File: config.mk
export PLATFORM = sky130hd
export DESIGN_NAME = button_action_sequencer
export DESIGN_NICKNAME = d
export VERILOG_FILES = /design/src/rtl/button_action_sequencer.sv
export SDC_FILE = /design/constraint.sdc
export NUM_CORES = 1
export LEC_CHECK = 0
export CAP_MARGIN = 40
export CORE_UTILIZATION = 35
export CTS_CLUSTER_SIZE = 40
export DETAILED_ROUTE_END_ITERATION = 16
export HOLD_SLACK_MARGIN = 0.06
export PLACE_DENSITY_LB_ADDON = 0.08
export SLEW_MARGIN = 10
export SYNTH_ARGS = -nofsm -noshare
export SYNTH_HDL_FRONTEND = slang
export SYNTH_SLANG_ARGS = --single-unit
File: constraint.sdc
create_clock -name clk -period 2.3 [get_ports clk]
set_input_delay 0.46 -clock clk [delete_from_list [all_inputs] [get_ports clk]]
set_output_delay 0.46 -clock clk [all_outputs]
set_load 0.1 [all_outputs]
File: src/rtl/button_action_sequencer.sv
// rtl/button_action_sequencer.sv - grants one button request at a time to the game engine and acks it
// Define ACTION_RR_ARB_EN for round-robin arbitration; default is fixed lowest-index priority.
module button_action_sequencer #(
  parameter int N_BTN      = 4,
  parameter int GAP_CYCLES = 16,
  parameter int TIMEOUT    = 255
) (
  input  logic                       clk,
  input  logic                       iReset,
  input  logic [N_BTN-1:0]           iReq,
  input  logic                       iEngineReady,
  input  logic                       iEngineDone,
  output logic                       oActionValid,
  output logic [$clog2(N_BTN)-1:0]   oActionId,
  output logic [N_BTN-1:0]           oAck,
  output logic                       oTimeout,
  output logic                       oBusy,
  output logic [4:0]                 LEDs
);

  localparam int IDW  = $clog2(N_BTN);
  localparam int MAXC = (TIMEOUT > GAP_CYCLES) ? TIMEOUT : GAP_CYCLES;
  localparam int CW   = $clog2(MAXC + 1);
  localparam logic [CW-1:0] TMO_LOAD = CW'(TIMEOUT);
  localparam logic [CW-1:0] GAP_LOAD = (GAP_CYCLES > 0) ? CW'(GAP_CYCLES - 1) : '0;

  typedef enum logic [2:0] {
    S_IDLE  = 3'd0,
    S_ISSUE = 3'd1,
    S_WAIT  = 3'd2,
    S_ACK   = 3'd3,
    S_GAP   = 3'd4
  } state_t;

  state_t         r_state, w_state_next;
  logic [IDW-1:0] r_grant, w_grant_next;
  logic [IDW-1:0] w_pick;
  logic [CW-1:0]  r_cnt, w_cnt_next;
  logic           r_tmo, w_tmo_next;

`ifdef ACTION_RR_ARB_EN
  logic [IDW-1:0] r_last, w_last_next;

  // Descending scan so the candidate closest after r_last is assigned last and wins.
  always_comb begin
    int w_idx;
    w_pick = '0;
    w_idx  = 0;
    for (int k = N_BTN; k >= 1; k--) begin
      w_idx = (int'(r_last) + k) % N_BTN;
      if (iReq[w_idx[IDW-1:0]]) w_pick = w_idx[IDW-1:0];
    end
  end
`else
  always_comb begin
    w_pick = '0;
    for (int i = N_BTN - 1; i >= 0; i--) begin
      if (iReq[i[IDW-1:0]]) w_pick = i[IDW-1:0];
    end
  end
`endif

  always_ff @(posedge clk or posedge iReset) begin
    if (iReset) begin
      r_state <= S_IDLE;
      r_grant <= '0;
      r_cnt   <= '0;
      r_tmo   <= 1'b0;
`ifdef ACTION_RR_ARB_EN
      r_last  <= IDW'(N_BTN - 1);
`endif
    end else begin
      r_state <= w_state_next;
      r_grant <= w_grant_next;
      r_cnt   <= w_cnt_next;
      r_tmo   <= w_tmo_next;
`ifdef ACTION_RR_ARB_EN
      r_last  <= w_last_next;
`endif
    end
  end

  always_comb begin
    w_state_next = r_state;
    w_grant_next = r_grant;
    w_cnt_next   = r_cnt;
    w_tmo_next   = r_tmo;
`ifdef ACTION_RR_ARB_EN
    w_last_next  = r_last;
`endif
    case (r_state)
      S_IDLE: begin
        if (|iReq) begin
          w_grant_next = w_pick;
          w_tmo_next   = 1'b0;
          w_state_next = S_ISSUE;
        end
      end
      S_ISSUE: begin
        // A handshake in the same cycle as the request drop still proceeds.
        if (iEngineReady) begin
          w_cnt_next   = TMO_LOAD;
          w_state_next = S_WAIT;
        end else if (!iReq[r_grant]) begin
          w_state_next = S_IDLE;
        end
      end
      S_WAIT: begin
        if (iEngineDone) begin
          w_tmo_next   = 1'b0;
          w_state_next = S_ACK;
        end else if (r_cnt == '0) begin
          w_tmo_next   = 1'b1;
          w_state_next = S_ACK;
        end else begin
          w_cnt_next = r_cnt - 1'b1;
        end
      end
      S_ACK: begin
        w_tmo_next = 1'b0;
`ifdef ACTION_RR_ARB_EN
        w_last_next = r_grant;
`endif
        if (GAP_CYCLES == 0) begin
          w_state_next = S_IDLE;
        end else begin
          w_cnt_next   = GAP_LOAD;
          w_state_next = S_GAP;
        end
      end
      S_GAP: begin
        if (r_cnt == '0) begin
          w_state_next = S_IDLE;
        end else begin
          w_cnt_next = r_cnt - 1'b1;
        end
      end
      default: begin
        w_state_next = S_IDLE;
      end
    endcase
  end

  always_comb begin
    oActionValid = (r_state == S_ISSUE);
    oActionId    = '0;
    oAck         = '0;
    oTimeout     = 1'b0;
    oBusy        = (r_state != S_IDLE);
    LEDs         = 5'b00000;
    if (r_state == S_ISSUE) oActionId = r_grant;
    if (r_state == S_ACK) begin
      oAck[r_grant] = 1'b1;
      oTimeout      = r_tmo;
    end
    case (r_state)
      S_IDLE:  LEDs = 5'b00001;
      S_ISSUE: LEDs = 5'b00010;
      S_WAIT:  LEDs = 5'b00100;
      S_ACK:   LEDs = 5'b01000;
      S_GAP:   LEDs = 5'b10000;
      default: LEDs = 5'b00000;
    endcase
  end

endmodule
==> impl_metrics.csv <==
group,metric,value,unit
timing,setup_viol,0,
hold_path,hold_class,"flip-flop to flip-flop",
run,maxCapViolCount,0,
clocking,cts_resized,0,
setup_path,criticalPathCategory,"flip-flop to primary output",
timing,finalHoldViolCount,0,
synthesis,yosys_warnings,0,
synthesis,yosysMostFrequentCell,"dfrtp_1",
global_routing,grt_pass1_vias,929,
synthesis,synth-seq-area-share,34.2,%
clocking,cts_tree,"built",
synthesis,synth_top_area_cell,"dfrtp_1",
clocking,postCtsSetupBuffers,0,
setup_path,start_kind,"flip-flop",
clocking,clkLatencyLatePin,0.28,ns
timing,setup-tns-final,0,ns
routing,viasPerCell,5.57,
timing,relSlewSlack,61.6,%
hold_path,min_from,"r_tmo",
synthesis,synth_cell_types,42,
setup_path,regToRegEndpoint,"r_cnt[1]",
global_routing,use_met3,4.42,%
synthesis,ys_async_sr_fraction,100,%
hold_path,hold_depth,1,
global_routing,grtUsageMet1,24.2,%
final_layout,finalNetCount,151,
clocking,cts_root_buf,"clkbuf_4",
global_routing,grt.busiest_layer,"met2",
synthesis,synth_area,1020,sq um
clocking,cts_htree_levels,1,
timing,rsz0062_at_grt,"false",
setup_path,worstSetupEndpointType,"primary output",
placed_design,dpl.hpwl,1970,microns
die,initial_utilization,37.1,%
setup_path,cp.required,1.84,ns
synthesis,syn-num-nets,125,
synthesis,yosys-top-cells-count,"14 x dfrtp_1, 13 x nor2_1, 9 x inv_1",
synthesis,synth_top_area_share,34.2,%
routing,drt_iter0_markers,13,
timing,hold_ws,0.506,ns
timing,max_freq,0.461,GHz
synthesis,syn-instance-count,115,
routing,antenna_left,0,
timing,fin_ws,0.129,ns
die,die_area,3140,sq um
die,die-width,56.1,microns
clocking,numCtsBuffers,3,
clocking,clk_path_buf_depth,2,
clocking,cts_hold_buf,0,
timing,slew_violations,0,
routing,detail_route.wirelength,2520,microns
die,rows,19,
status,outcome,"finished, final reports clean",
global_routing,grt_max_degree,15,
clocking,clk_pin_slew,0.09,ns
timing,skew,0.00882,ns
global_routing,grt_use_met2,27.6,%
synthesis,ys_ff_latch,14,
final_layout,fillCellCount,239,
routing,drc_errors,0,
die,ios,22,
synthesis,synth_ff_type,"dfrtp_1",
global_routing,grt_use_total,17.3,%
die,die_h,56.1,microns
global_routing,antenna_found_initial,0,
setup_path,arrival,1.71,ns
final_layout,drive_above_1_share,32.4,%
final_layout,n_antenna_cell,0,
global_routing,grt-ovfl-total,0,
placed_design,dp_slack,0.244,ns
die,core,2760,sq um
routing,vias,947,
synthesis,syn_area_per_cell,8.90,sq um
setup_path,r2r_cells,6,
synthesis,synth_edf_count,0,
synthesis,synth.area.top_cells,"dfrtp_1 34%, nor2_1 4.8%, o22a_1 4.3%",
timing,fin_crit_sh,94.4,%
setup_path,worst-path-max-fanout,8,
final_layout,syn2layout_area_growth,46.8,%
setup_path,reg2reg_setup_slack,0.23,ns
placed_design,globalplace.congestion,0.791,
timing,tightest_slew,0.575,ns
clocking,clock-sinks,14,
hold_path,hold_end,"r_tmo",
final_layout,utilization,54.5,%
global_routing,grt_pass1_wl,4270,microns
routing,drtPass1Iterations,4,
setup_path,reg2reg_from,"r_cnt[0]",
timing,fin_crit,2.17,ns
placed_design,io_buffers,21,
routing,wire_per_inst,14.8,microns
-- state kept, by name (all words and copies together), names as in the netlist --
| register | flops |
|---|---|
| r_cnt | 8 |
| r_tmo | 1 |
| r_state | 3 |
| r_grant | 2 |
-- placed cells by master, fill, tap and decap left out, types with 2 or more instances in the layout --
master and instances:
buf_12 14, dfrtp_1 14, nor2_1 10, inv_1 8, nand2_1 7, clkdlybuf4s50_1 7, o22a_1 5, buf_4 5
a21oi_1 4, nor3_1 4, nand3_1 4, nand2b_1 3, a211oi_1 3, a31oi_1 3, clkbuf_4 3, a2111oi_0 2
a221oi_1 2, o21ai_0 2, and3_1 2, a21o_1 2, nor2_4 2, nor3_2 2, ha_1 2
-- per-layer routing --
metal / wire [microns] / share of wire, %
met5: 0 / 0
met4: 15 / 0.60
met1: 1220 / 48
met2: 1180 / 47
met3: 103 / 4.1
-- cells by family (layout without fill, tap and decap cells) --
logic type	Yosys count	in the layout	synth area share, %
flip-flops	14	14	34.2
buffers and inverters	15	39	6.72
AO/OA/AOI/OAI	30	30	25.1
multiplexers	2	2	3.67
XOR/XNOR	2	2	1.71
AND/OR/NAND/NOR	50	50	26.2
adder cells (fa/ha/maj)	2	2	2.44
-- cell type report --
cell class	count	area (sq um)	share of cell area (%)
Multi-Input combinational cell	86	659	43.9
Timing Repair Buffer	26	388	25.8
Sequential cell	14	350	23.3
Inverter	10	43.8	2.91
Tap cell	31	38.8	2.58
Clock buffer	3	22.5	1.50
-- worst max-delay path by stage --
stage                            start    endpoint  slack [ns]
after floorplan             r_state[0]  r_grant[1]       -0.48
after global placement    iEngineReady    r_cnt[1]        0.27
after detailed placement      r_cnt[0]    r_cnt[1]        0.24
after CTS                   r_state[2]     oAck[2]        0.08
after global routing        r_state[2]     oAck[2]        0.02
final                       r_state[2]     oAck[2]        0.13
-- worst max-delay path, cell delays in order (launching register included) --
cell      delay (ns)
dfrtp_1         0.38
nand2b_1        0.16
or2_2           0.36
inv_4           0.13
nand2_1         0.10
nor2_4          0.12
buf_12          0.18
-- metrics by stage --
step	instances	area, sq um
after floorplan	115	1090
after global placement	167	1480
after detailed placement	167	1480
after CTS	170	1500
after global routing	170	1500
final	170	1500
Power is left out: the tool's default activity adds up to more than one toggle a clock period on the data nets, which glitch-free logic cannot reach.
